===== config.mk =====
export PLATFORM = sky130hd
export DESIGN_NAME = prefix_addsub_pipe
export DESIGN_NICKNAME = d
export VERILOG_FILES = /design/src/rtl/prefix_addsub_pipe.sv
export SDC_FILE = /design/constraint.sdc
export NUM_CORES = 1
export LEC_CHECK = 0
export CAP_MARGIN = 10
export CORE_AREA = 2 2 146 148
export DETAILED_ROUTE_END_ITERATION = 12
export DIE_AREA = 0 0 148 150
export MAX_ROUTING_LAYER = met4
export PLACE_DENSITY = 0.72
export RECOVER_POWER = 50
export SYNTH_ARGS = -nofsm -noshare
export SYNTH_HDL_FRONTEND = slang
export SYNTH_SLANG_ARGS = --single-unit

===== constraint.sdc =====
create_clock -name clk -period 3.35 [get_ports clk]
set_input_delay 0.67 -clock clk [delete_from_list [all_inputs] [get_ports clk]]
set_output_delay 0.67 -clock clk [all_outputs]
set_load 0.1 [all_outputs]

===== src/rtl/prefix_addsub_pipe.sv =====
// Pipelined Kogge-Stone adder/subtractor with NZCV flags; optional saturation under PREFIX_ADDSUB_SAT_EN.
// Latency STAGES+1 cycles from accept to out_valid when unstalled; throughput 1 beat/cycle.
// Backpressure: out_ready ripples combinationally to in_ready; bubbles collapse, a stalled output holds s/flags.
module prefix_addsub_pipe #(
    parameter int WIDTH  = 32,
    parameter int STAGES = 2
) (
    input  logic             clk,
    input  logic             reset_n,
    input  logic             in_valid,
    output logic             in_ready,
    input  logic [WIDTH-1:0] a,
    input  logic [WIDTH-1:0] b,
    input  logic             sub,
    input  logic             sat,
    output logic             out_valid,
    input  logic             out_ready,
    output logic [WIDTH-1:0] s,
    output logic             flag_n,
    output logic             flag_z,
    output logic             flag_c,
    output logic             flag_v
);

    // prefix levels in the tree, and register count: stage 0, STAGES tree levels, output
    localparam int LOG  = $clog2(WIDTH);
    localparam int NREG = STAGES + 2;
    localparam int DIV  = (STAGES == 0) ? 1 : STAGES;

    // Operand beat in generate/propagate form. g/p are group values refined level by level;
    // x keeps the per-bit propagate for the final sum. The carry-in is folded into g[0].
    typedef struct packed {
        logic [WIDTH-1:0] g;
        logic [WIDTH-1:0] p;
        logic [WIDTH-1:0] x;
        logic             a_msb;
        logic             b_msb;
        logic             cin;
`ifdef PREFIX_ADDSUB_SAT_EN
        logic             sat;
`endif
    } pp_t;

    // First prefix level handled by pipeline segment j (segment j ends in register level j)
    function automatic int lvl_bound(input int j);
        return (STAGES == 0) ? 0 : (j * LOG) / DIV;
    endfunction

    // Apply Kogge-Stone levels [lo, hi) to a beat; level l combines with the group 2^l below
    function automatic pp_t ks_span(input pp_t d, input int lo, input int hi);
        pp_t              r;
        logic [WIDTH-1:0] g_prev;
        logic [WIDTH-1:0] p_prev;
        r = d;
        for (int l = 0; l < LOG; l++) begin
            if (l >= lo && l < hi) begin
                g_prev = r.g;
                p_prev = r.p;
                for (int i = (1 << l); i < WIDTH; i++) begin
                    r.g[i] = g_prev[i] | (p_prev[i] & g_prev[i - (1 << l)]);
                    r.p[i] = p_prev[i] & p_prev[i - (1 << l)];
                end
            end
        end
        return r;
    endfunction

    logic [WIDTH-1:0] w_bp;
    pp_t              w_in;
    pp_t              w_nxt [0:STAGES];
    pp_t              r_stg [0:STAGES];
    pp_t              w_fin;
    logic [NREG-1:0]  r_vld;
    logic [NREG-1:0]  w_free;
    logic [NREG-1:0]  w_vld_src;
    logic [WIDTH-1:0] w_raw;
    logic [WIDTH-1:0] w_res;
    logic             w_c;
    logic             w_v;
    logic             w_unused;

    logic [WIDTH-1:0] r_s;
    logic             r_n;
    logic             r_z;
    logic             r_c;
    logic             r_v;

    // Operand conditioning: invert b for subtract, fold carry-in into bit 0's generate
    always_comb begin
        w_bp       = sub ? ~b : b;
        w_in       = '0;
        w_in.g     = a & w_bp;
        w_in.p     = a ^ w_bp;
        w_in.x     = a ^ w_bp;
        w_in.g[0]  = (a[0] & w_bp[0]) | ((a[0] ^ w_bp[0]) & sub);
        w_in.a_msb = a[WIDTH-1];
        w_in.b_msb = w_bp[WIDTH-1];
        w_in.cin   = sub;
`ifdef PREFIX_ADDSUB_SAT_EN
        w_in.sat   = sat;
`endif
    end

    genvar gj;
    generate
        for (gj = 0; gj <= STAGES; gj++) begin : g_seg
            if (gj == 0) begin : g_first
                assign w_nxt[gj] = w_in;
            end else begin : g_level
                assign w_nxt[gj] = ks_span(r_stg[gj-1], lvl_bound(gj-1), lvl_bound(gj));
            end
        end
    endgenerate

    // Whatever prefix levels remain after the last register level are done before the output register
    assign w_fin = ks_span(r_stg[STAGES], lvl_bound(STAGES), LOG);

    // Sum and raw carry/overflow; carry into bit i is the group generate of bits i-1..0
    always_comb begin
        w_raw = w_fin.x ^ {w_fin.g[WIDTH-2:0], w_fin.cin};
        w_c   = w_fin.g[WIDTH-1];
        w_v   = (w_fin.a_msb == w_fin.b_msb) && (w_raw[WIDTH-1] != w_fin.a_msb);
`ifdef PREFIX_ADDSUB_SAT_EN
        // clamp toward the sign of the operands: wrapped negative -> max positive, wrapped positive -> min negative
        if (w_fin.sat && w_v)
            w_res = w_raw[WIDTH-1] ? {1'b0, {(WIDTH-1){1'b1}}} : {1'b1, {(WIDTH-1){1'b0}}};
        else
            w_res = w_raw;
`else
        w_res = w_raw;
`endif
    end

`ifdef PREFIX_ADDSUB_SAT_EN
    assign w_unused = ^w_fin.p;
`else
    assign w_unused = ^{w_fin.p, sat};
`endif

    // Free chain: a stage may load if empty or if the stage after it is moving this cycle
    always_comb begin : free_chain
        logic v_f;
        v_f = out_ready;
        w_free = '0;
        for (int i = NREG - 1; i >= 0; i--) begin
            v_f       = !r_vld[i] || v_f;
            w_free[i] = v_f;
        end
    end

    assign w_vld_src = {r_vld[NREG-2:0], in_valid};
    assign in_ready  = w_free[0];

    // Valid bits: each stage takes its predecessor's valid whenever it is free to load
    always_ff @(posedge clk or negedge reset_n) begin
        if (!reset_n) begin
            r_vld <= '0;
        end else begin
            for (int i = 0; i < NREG; i++)
                if (w_free[i]) r_vld[i] <= w_vld_src[i];
        end
    end

    // Datapath registers: only loaded with a real beat, contents are don't-care while invalid
    always_ff @(posedge clk) begin
        for (int i = 0; i <= STAGES; i++)
            if (w_free[i] && w_vld_src[i]) r_stg[i] <= w_nxt[i];
    end

    // Output register: holds result and flags stable while stalled
    always_ff @(posedge clk or negedge reset_n) begin
        if (!reset_n) begin
            r_s <= '0;
            r_n <= 1'b0;
            r_z <= 1'b0;
            r_c <= 1'b0;
            r_v <= 1'b0;
        end else if (w_free[NREG-1] && w_vld_src[NREG-1]) begin
            r_s <= w_res;
            r_n <= w_res[WIDTH-1];
            r_z <= ~|w_res;
            r_c <= w_c;
            r_v <= w_v;
        end
    end

    assign out_valid = r_vld[NREG-1];
    assign s         = r_s;
    assign flag_n    = r_n;
    assign flag_z    = r_z;
    assign flag_c    = r_c;
    assign flag_v    = r_v;

endmodule


==> report_table.html, run 1 <==
<table>
<tr><th>Metric</th><th>Value</th></tr>
<tr><th colspan="2">Outcome</th></tr>
<tr><td>Outcome</td><td>complete, but fails checks</td></tr>
<tr><td>Failing checks</td><td>capacitance limit, slew limit</td></tr>
<tr><th colspan="2">Clock network</th></tr>
<tr><td>CTS Root Cell</td><td>sky130_fd_sc_hd__clkbuf_16</td></tr>
<tr><td>Number of resized instances in the post-cts repair step</td><td>0</td></tr>
<tr><td>Clk buf depth</td><td>3</td></tr>
<tr><td>Setup Buffers After CTS</td><td>0</td></tr>
<tr><td>Clk_lat worst skew</td><td>approximately 0.5 ns</td></tr>
<tr><td>Number of sinks on the clock net</td><td>roughly 270</td></tr>
<tr><td>Clk slew on worst S/H paths</td><td>0.06 ns</td></tr>
<tr><td>TritonCTS clock tree</td><td>yes</td></tr>
<tr><td>Number of buffers created by CTS</td><td>24</td></tr>
<tr><td>Hold-fix buffers, CTS</td><td>0</td></tr>
<tr><td>H-tree levels</td><td>1</td></tr>
<tr><th colspan="2">Floorplanning</th></tr>
<tr><td>Initial cell density of the core</td><td>0.498</td></tr>
<tr><td>Number of top-level pins</td><td>~110</td></tr>
<tr><td>Die outline height</td><td>around 150 um</td></tr>
<tr><td>Die extent in x</td><td>approximately 150 um</td></tr>
<tr><td>Core ar.</td><td>just over 0.02 mm^2</td></tr>
<tr><td>Total die area</td><td>0.0222 mm^2</td></tr>
<tr><td>Placement Rows</td><td>53</td></tr>
<tr><th colspan="2">Logic synthesis</th></tr>
<tr><td>Primary flip-flop cell chosen by synthesis mapping</td><td>sky130_fd_sc_hd__edfxtp_1</td></tr>
<tr><td>Sequential area share after synthesis</td><td>0.762</td></tr>
<tr><td>Flip-flop and latch count after synthesis</td><td>around 270</td></tr>
<tr><td>Yosys synthesis warning count</td><td>0</td></tr>
<tr><td>Nets in the synthesized netlist</td><td>~750</td></tr>
<tr><td>Number of instances in the synthesized netlist</td><td>between 600 and 700</td></tr>
<tr><td>Count of distinct cell types in the synthesized netlist</td><td>28</td></tr>
<tr><td>Synth Cell Area</td><td>around 0.010 mm^2</td></tr>
<tr><td>Mean Syn Cell Area</td><td>around 16 um^2</td></tr>
<tr><td>Number of enable-type register cells in the synthesized netlist</td><td>between 200 and 250</td></tr>
<tr><td>Fraction of registers with async set/reset</td><td>0.146</td></tr>
<tr><th colspan="2">Route</th></tr>
<tr><td>Iteration count of the initial detailed-routing pass</td><td>5</td></tr>
<tr><td>DRC viols</td><td>0</td></tr>
<tr><td>Post-detailed-route count of antenna-violating nets</td><td>0</td></tr>
<tr><td>Detailed-route wire length per cell</td><td>15.8 um</td></tr>
<tr><td>Vias after detailed routing</td><td>5,340</td></tr>
<tr><td>Via density per instance</td><td>roughly 5</td></tr>
<tr><td>Final routed wirelength across all metal layers</td><td>16,900 um</td></tr>
<tr><td>First-iteration detailed-routing DRC count</td><td>330</td></tr>
<tr><th colspan="2">Cells and area</th></tr>
<tr><td>Antenna Diode Count</td><td>0</td></tr>
<tr><td>Relative area change from synthesis to final layout</td><td>19.7%</td></tr>
<tr><td>Fin nets</td><td>between 800 and 900</td></tr>
<tr><td>Layout cell share with drive strength beyond 1</td><td>0.101</td></tr>
<tr><td>Highest-count cells in the layout ignoring fill and taps</td><td>sky130_fd_sc_hd__edfxtp_1 (229), sky130_fd_sc_hd__nand2_1 (70), sky130_fd_sc_hd__clkdlybuf4s50_1 (64)</td></tr>
<tr><td>Most frequent standard cell in the layout excluding fill and tap cells</td><td>sky130_fd_sc_hd__edfxtp_1</td></tr>
<tr><th colspan="2">Setup path</th></tr>
<tr><td>Slowest library cell on the worst path</td><td>sky130_fd_sc_hd__clkbuf_1</td></tr>
<tr><td>Kind of capture point of the worst setup path</td><td>flip-flop</td></tr>
<tr><td>Arrival @ worst endpoint</td><td>between 2 and 3 ns</td></tr>
<tr><td>Origin of the critical flop-to-flop path</td><td>r_stg[0][169]$_DFFE_PP_</td></tr>
<tr><td>Worst stage delay on the critical path</td><td>~1.7 ns</td></tr>
<tr><td>Cell type group with the largest total delay on the critical path</td><td>buffers and inverters</td></tr>
<tr><td>Endpoint of the lowest-slack register-to-register path</td><td>r_stg[0][296]$_DFFE_PP_</td></tr>
<tr><td>Worst Setup Path Type</td><td>input port to flip-flop</td></tr>
<tr><td>Buffers plus inverters on the worst setup path</td><td>1</td></tr>
<tr><td>Sort of element at the start of the critical path</td><td>input port</td></tr>
<tr><td>Ordered cell list for the critical path</td><td>clkbuf_1, xor2_1, ha_1</td></tr>
<tr><td>Required @ worst endpoint</td><td>between 3 and 4 ns</td></tr>
<tr><td>R2r worst-path depth</td><td>4</td></tr>
<tr><td>Worst setup slack for register-to-register paths</td><td>between 1 and 1.5 ns</td></tr>
<tr><td>Worst-path fanout max</td><td>34</td></tr>
<tr><th colspan="2">Global routing</th></tr>
<tr><td>Maximum number of pins on one net before global-route repair</td><td>68</td></tr>
<tr><td>Antenna violations before repair</td><td>0</td></tr>
<tr><td>Vias in the first global route</td><td>about 5.3k</td></tr>
<tr><td>Overflow after GRT</td><td>0</td></tr>
<tr><td>Global-route wire length before repair</td><td>around 27,000 um</td></tr>
<tr><td>Gr usage total</td><td>0.159</td></tr>
<tr><th colspan="2">Power and ir drop</th></tr>
<tr><td>Maximum vdd ir drop</td><td>0.355 mV</td></tr>
<tr><td>Power, Total</td><td>0.00915 W</td></tr>
<tr><td>Pwr/cell area</td><td>between 700 and 800 mW/mm^2</td></tr>
<tr><td>Leakage power summed over all cells</td><td>about 4.6 nW</td></tr>
<tr><th colspan="2">Timing</th></tr>
<tr><td>Largest clock skew in the final design</td><td>about 0.011 ns</td></tr>
<tr><td>Final worst-path cycle share</td><td>0.813</td></tr>
<tr><td>Final critical-path required period</td><td>~2.7 ns</td></tr>
<tr><td>Final number of hold-violating endpoints</td><td>0</td></tr>
<tr><td>Fmax</td><td>approximately 0.37 GHz</td></tr>
<tr><td>Worst slew margin relative to its limit</td><td>-0.579</td></tr>
<tr><td>Number of slew-limit violations in the final report</td><td>between 70 and 80</td></tr>
<tr><td>Unrepaired setup endpoints after global routing</td><td>false</td></tr>
<tr><td>Final setup TNS</td><td>0 ns</td></tr>
<tr><td>Transition time of the tightest slew-check pin</td><td>approximately 2.4 ns</td></tr>
<tr><td>Setup violations, final</td><td>0</td></tr>
<tr><th colspan="2">Placed design</th></tr>
<tr><td>I/O Buffers</td><td>~110</td></tr>
<tr><td>Estimated wirelength of the detail-placed design</td><td>roughly 12,000 um</td></tr>
<tr><td>GPL Wtd Cong</td><td>0.863</td></tr>
<tr><th colspan="2">Worst hold path</th></tr>
<tr><td>Hold Path Origin</td><td>r_stg[0][103]$_DFFE_PP_</td></tr>
<tr><td>Min-Delay Path Depth</td><td>0</td></tr>
<tr><td>Hold Path End</td><td>r_stg[0][202]$_DFFE_PP_</td></tr>
<tr><td>Worst hold path type</td><td>flip-flop to flip-flop</td></tr>
<tr><th colspan="2">Run</th></tr>
<tr><td>Max-cap violation count</td><td>2</td></tr>
</table>
-- Yosys cell counts (all sizes together), types with 3 or more instances --
| cell type | count | area, um^2 |
|---|---|---|
| nor2 | 34 | 128 |
| edfxtp | 229 | 6880 |
| a21oi | 32 | 160 |
| nand2b | 10 | 62.6 |
| o21bai | 5 | 37.5 |
| a2111oi | 4 | 110 |
| nand4 | 8 | 50.1 |
| ha | 31 | 388 |
| buf | 8 | 42.5 |
| xnor2 | 34 | 298 |
| inv | 6 | 22.5 |
| dfrtp | 39 | 976 |
| xor2 | 31 | 272 |
| nand2 | 70 | 263 |
| and2 | 3 | 18.8 |
| a21o | 18 | 135 |
| clkbuf | 4 | 15.0 |
| o21ai | 67 | 335 |
| nand3 | 9 | 45.0 |
-- per-layer routing --
layer	vias to the layer above	global-route usage	routed length [um]
met1	2512	0.235	8120
met2	151	0.238	7620
met5	-	-	0
li1	2655	-	-
met4	0	0.0352	214
met3	22	0.0235	978
-- worst max path at each step --
| stage | endpoint | depth (start not counted) | start | slack, ns |
|---|---|---|---|---|
| 2_1_floorplan | r_stg[0][0]$_DFFE_PP_ | 3 | r_vld[3]$_DFFE_PN0P_ | 0.06 |
| 5_1_grt | r_stg[0][65]$_DFFE_PP_ | 3 | sub | 0.41 |
| 3_5_place_dp | r_stg[0][267]$_DFFE_PP_ | 5 | out_ready | 0.52 |
| 3_3_place_gp | r_stg[0][202]$_DFFE_PP_ | 5 | out_ready | 0.56 |
| 6_report | r_stg[0][66]$_DFFE_PP_ | 3 | sub | 0.63 |
| 4_1_cts | in_ready | 4 | out_ready | 0.86 |
-- through the flow --
stage / setup WS, ns / hold slack, ns / cell area [um^2] / utilization / cells
floorplan: 0.0575 / 0.374 / 10300 / - / 652
global placement: 0.560 / 0.404 / 11600 / 0.562 / 1027
detailed placement: 0.521 / 0.405 / 11600 / 0.562 / 1027
CTS: 0.855 / 0.282 / 12400 / 0.599 / 1071
global route: 0.414 / 0.420 / 12300 / 0.596 / 1071
finish: 0.626 / 0.415 / 12300 / 0.596 / 1071
-- registers in the layout, indices dropped and copies added, names as in the netlist --
register  flops
flag_c        1
flag_v        1
r_vld         4
flag_z        1
s            32
r_stg       229
-- report_power, final --
part	switching [W]	total, W	internal [W]
combinational	0.00153	0.00202	0.000490
sequential	0.000256	0.00448	0.00423
clock	0.00107	0.00264	0.00157
total	0.00286	0.00915	0.00629
-- cell families (layout without fill, tap and decap cells) --
kind of cell             count (synthesis)  after routing  share of synthesized area
buffers and inverters                   18            162                    0.00777
adder cells (fa/ha/maj)                 31             31                     0.0376
multiplexers                             2              2                    0.00218
AND/OR/NAND/NOR                        140            140                     0.0584
AO/OA/AOI/OAI                          128            128                     0.0772
flip-flops                             268            268                      0.762
XOR/XNOR                                65             65                     0.0552
-- area by class of cell --
class                      instances  area [um^2]
timing repair buffer             112         1020
fill                            1603         8350
clock buffer                      38          694
inverter                           6         22.5
tap                              275          344
sequential                       268         7850
clock inverter                     6         76.3
multi-input combinational        366         2330
(Power assumes the default switching activity.)
==> run 2, diff against run 1 <==
==> constraint.sdc (replaced) <==
create_clock -name clk -period 2.5 [get_ports clk]
set_input_delay 0.5 -clock clk [delete_from_list [all_inputs] [get_ports clk]]
set_output_delay 0.5 -clock clk [all_outputs]
set_load 0.1 [all_outputs]
==> run 2 against run 1 <==
  * The run now ends clean
  * Cell area is 2.0% higher
  * Sequential share of layout area is 1.2 points lower
  * Largest cell class unchanged
  * Critical path depth is 1 higher
  * Final cell count is 0.75% higher
  * Die area stayed put
  * Clock skew is 0.0036 ns lower
  * Non-clock buffer count is 7 higher
  * Count of clock-buffer cells in the layout is 10 lower
==> report_table.html, run 2 (synthesized netlist as in run 1, its figures left out) <==
<table>
<tr><th>Metric</th><th>Value</th></tr>
<tr><th colspan="2">Timing</th></tr>
<tr><td>Worst slew margin relative to its limit</td><td>0.410</td></tr>
<tr><td>Final number of hold-violating endpoints</td><td>0</td></tr>
<tr><td>Setup violations, final</td><td>0</td></tr>
<tr><td>Transition time of the tightest slew-check pin</td><td>between 0.8 and 0.9 ns</td></tr>
<tr><td>Fmax</td><td>roughly 0.46 GHz</td></tr>
<tr><td>Final critical-path required period</td><td>2.19 ns</td></tr>
<tr><td>Final worst-path cycle share</td><td>0.877</td></tr>
<tr><td>Largest clock skew in the final design</td><td>~0.0074 ns</td></tr>
<tr><td>Number of slew-limit violations in the final report</td><td>0</td></tr>
<tr><td>Final setup margin</td><td>a little over 0.3 ns</td></tr>
<tr><td>Unrepaired setup endpoints after global routing</td><td>false</td></tr>
<tr><th colspan="2">Power and ir drop</th></tr>
<tr><td>Fraction of power consumed by sequential logic</td><td>0.476</td></tr>
<tr><td>Portion of total power attributed to the clock network</td><td>0.307</td></tr>
<tr><td>Leakage power summed over all cells</td><td>4.69 nW</td></tr>
<tr><td>Power, Total</td><td>0.0127 W</td></tr>
<tr><td>Pwr/cell area</td><td>roughly 1000 mW/mm^2</td></tr>
<tr><td>Combinational group share of total power</td><td>0.216</td></tr>
<tr><td>Internal Pwr Total</td><td>a little under 0.009 W</td></tr>
<tr><td>Net load switching power</td><td>~0.004 W</td></tr>
<tr><td>Maximum vdd ir drop</td><td>approximately 0.5 mV</td></tr>
<tr><td>Switching power as a share of total power</td><td>0.314</td></tr>
<tr><th colspan="2">Setup path</th></tr>
<tr><td>Buffers plus inverters on the worst setup path</td><td>2</td></tr>
<tr><td>Slowest library cell on the worst path</td><td>sky130_fd_sc_hd__dlygate4sd3_1</td></tr>
<tr><td>Ordered cell list for the critical path</td><td>dlygate4sd3_1, nor2b_4, nand4_1, buf_12</td></tr>
<tr><td>Worst-path fanout max</td><td>3</td></tr>
<tr><td>Kind of capture point of the worst setup path</td><td>primary output</td></tr>
<tr><td>Sort of element at the start of the critical path</td><td>input port</td></tr>
<tr><td>Worst stage delay on the critical path</td><td>roughly 0.58 ns</td></tr>
<tr><td>Worst Setup Path Type</td><td>input port to primary output</td></tr>
<tr><td>Arrival @ worst endpoint</td><td>between 1.5 and 2 ns</td></tr>
<tr><td>Cell type group with the largest total delay on the critical path</td><td>buffers and inverters</td></tr>
<tr><td>Required @ worst endpoint</td><td>~2 ns</td></tr>
<tr><th colspan="2">Worst hold path</th></tr>
<tr><td>Worst hold path type</td><td>input port to async pin</td></tr>
<tr><th colspan="2">Cells and area</th></tr>
<tr><td>Register with the highest flop count</td><td>r_stg</td></tr>
<tr><td>Fin nets</td><td>887</td></tr>
<tr><td>Layout cell share with drive strength beyond 1</td><td>0.123</td></tr>
<tr><td>Count of fill cells added during filler insertion</td><td>between 1.5k and 2k</td></tr>
<tr><td>Relative area change from synthesis to final layout</td><td>22.0%</td></tr>
<tr><td>Number of flip-flops under the largest register name</td><td>between 200 and 250</td></tr>
<tr><td>End-of-flow core utilization</td><td>0.608</td></tr>
<tr><td>Most frequent standard cell in the layout excluding fill and tap cells</td><td>sky130_fd_sc_hd__edfxtp_1</td></tr>
<tr><td>Antenna Diode Count</td><td>0</td></tr>
<tr><td>Highest-count cells in the layout ignoring fill and taps</td><td>sky130_fd_sc_hd__edfxtp_1 (229), sky130_fd_sc_hd__nand2_1 (70), sky130_fd_sc_hd__o21ai_0 (63)</td></tr>
<tr><th colspan="2">Placed design</th></tr>
<tr><td>Pre-CTS WS</td><td>0.338 ns</td></tr>
<tr><td>GPL Wtd Cong</td><td>around 0.89</td></tr>
<tr><td>I/O Buffers</td><td>roughly 110</td></tr>
<tr><td>Estimated wirelength of the detail-placed design</td><td>12,800 um</td></tr>
<tr><th colspan="2">Floorplanning</th></tr>
<tr><td>Number of top-level pins</td><td>between 100 and 150</td></tr>
<tr><td>Core ar.</td><td>slightly above 0.02 mm^2</td></tr>
<tr><td>Total die area</td><td>roughly 0.022 mm^2</td></tr>
<tr><td>Placement Rows</td><td>53</td></tr>
<tr><td>Die outline height</td><td>roughly 150 um</td></tr>
<tr><td>Initial cell density of the core</td><td>0.498</td></tr>
<tr><td>Die extent in x</td><td>between 100 and 150 um</td></tr>
<tr><th colspan="2">Route</th></tr>
<tr><td>Met3 Routed Length</td><td>approximately 1000 um</td></tr>
<tr><td>First-iteration detailed-routing DRC count</td><td>between 300 and 400</td></tr>
<tr><td>DRC viols</td><td>0</td></tr>
<tr><td>Iteration count of the initial detailed-routing pass</td><td>5</td></tr>
<tr><td>Vias after detailed routing</td><td>between 5k and 6k</td></tr>
<tr><td>Detailed-route wire length on metal 1</td><td>8330 um</td></tr>
<tr><td>Highest metal layer with signal wires</td><td>met4</td></tr>
<tr><td>Post-detailed-route count of antenna-violating nets</td><td>0</td></tr>
<tr><td>Via density per instance</td><td>approximately 5.1</td></tr>
<tr><td>Detailed-route wire length per cell</td><td>16.2 um</td></tr>
<tr><td>Final routed wirelength across all metal layers</td><td>between 15,000 and 20,000 um</td></tr>
<tr><td>Met2 WL post-DR</td><td>7960 um</td></tr>
<tr><th colspan="2">Global routing</th></tr>
<tr><td>Vias in the first global route</td><td>around 5.5k</td></tr>
<tr><td>Overflow after GRT</td><td>0</td></tr>
<tr><td>Antenna violations before repair</td><td>0</td></tr>
<tr><td>Global-route wire length before repair</td><td>approximately 28,000 um</td></tr>
<tr><td>Maximum number of pins on one net before global-route repair</td><td>57</td></tr>
<tr><td>Gr usage total</td><td>0.163</td></tr>
<tr><th colspan="2">Clock network</th></tr>
<tr><td>Clk slew on worst S/H paths</td><td>approximately 0.060 ns</td></tr>
<tr><td>Clk_lat worst skew</td><td>approximately 0.5 ns</td></tr>
<tr><td>Setup Buffers After CTS</td><td>0</td></tr>
<tr><td>Number of sinks on the clock net</td><td>roughly 270</td></tr>
<tr><td>H-tree levels</td><td>1</td></tr>
<tr><td>Clk buf depth</td><td>3</td></tr>
<tr><td>Hold-fix buffers, CTS</td><td>0</td></tr>
<tr><td>CTS Root Cell</td><td>sky130_fd_sc_hd__clkbuf_16</td></tr>
<tr><td>Number of resized instances in the post-cts repair step</td><td>0</td></tr>
<tr><td>Number of buffers created by CTS</td><td>25</td></tr>
<tr><td>TritonCTS clock tree</td><td>yes</td></tr>
<tr><th colspan="2">Run</th></tr>
<tr><td>Max-cap violation count</td><td>0</td></tr>
<tr><th colspan="2">Outcome</th></tr>
<tr><td>Outcome</td><td>complete, no violations</td></tr>
</table>
run 2: cell types whose count changed in the layout (fill, tap and decap cells not counted), moves of 3 or more:
cell	previous run	this run
sky130_fd_sc_hd__clkdlybuf4s50_1	64	32
sky130_fd_sc_hd__buf_12	2	6
sky130_fd_sc_hd__clkinv_2	1	7
sky130_fd_sc_hd__a2111oi_0	3	0
sky130_fd_sc_hd__dlygate4sd3_1	2	34
sky130_fd_sc_hd__bufinv_16	2	5
sky130_fd_sc_hd__a2111oi_4	1	4
sky130_fd_sc_hd__clkbuf_1	13	4
run 2: layout make-up:
cell class,count,area [um^2],area share
tap,275,344,0.0273
clock inverter,17,213,0.0169
timing repair buffer,119,1120,0.0894
multi-input combinational,366,2380,0.190
sequential,268,7860,0.624
clock buffer,28,637,0.0506
inverter,6,22.5,0.00179
run 2: final timing paths:
check	startpoint	endpoint	slack (ns)	depth (start not counted)
setup / recovery	out_ready	in_ready	0.31	4
hold / removal	reset_n	s[6]$_DFFE_PN0P_	0.08	1
setup reg to reg	r_vld[3]$_DFFE_PN0P_	r_stg[0][184]$_DFFE_PP_	0.41	4
hold reg to reg	r_stg[0][115]$_DFFE_PP_	r_stg[0][214]$_DFFE_PP_	0.42	0
max in group asynchronous	reset_n	r_vld[3]$_DFFE_PN0P_	1.82	1
min in group clk	r_stg[0][115]$_DFFE_PP_	r_stg[0][214]$_DFFE_PP_	0.42	0
run 2: metrics by stage:
| step | area [um^2] | TNS [ns] | hold slack, ns | std cells |
|---|---|---|---|---|
| floorplan | 10300 | -21.98 | 0.204 | 652 |
| global placement | 11700 | 0 | 0.403 | 1034 |
| detailed placement | 11700 | 0 | 0.405 | 1034 |
| CTS | 12600 | 0 | 0.105 | 1079 |
| global route | 12600 | 0 | 0.158 | 1079 |
| finish | 12600 | 0 | 0.0756 | 1079 |
run 2: power groups by stage:
stage                     sequential, W  clock [W]  combinational (W)
after floorplan                 0.00729          0           0.000756
after global placement          0.00609          0            0.00272
after detailed placement        0.00613          0            0.00277
after CTS                       0.00604    0.00396            0.00278
after global routing            0.00611    0.00412            0.00291
final                           0.00603    0.00389            0.00274
run 2: layer usage:
| metal | track usage | vias up |
|---|---|---|
| met3 | 0.0235 | 24 |
| met1 | 0.237 | 2592 |
| met4 | 0.0414 | 0 |
| met2 | 0.247 | 192 |
| met5 | - | - |
| li1 | - | 2679 |
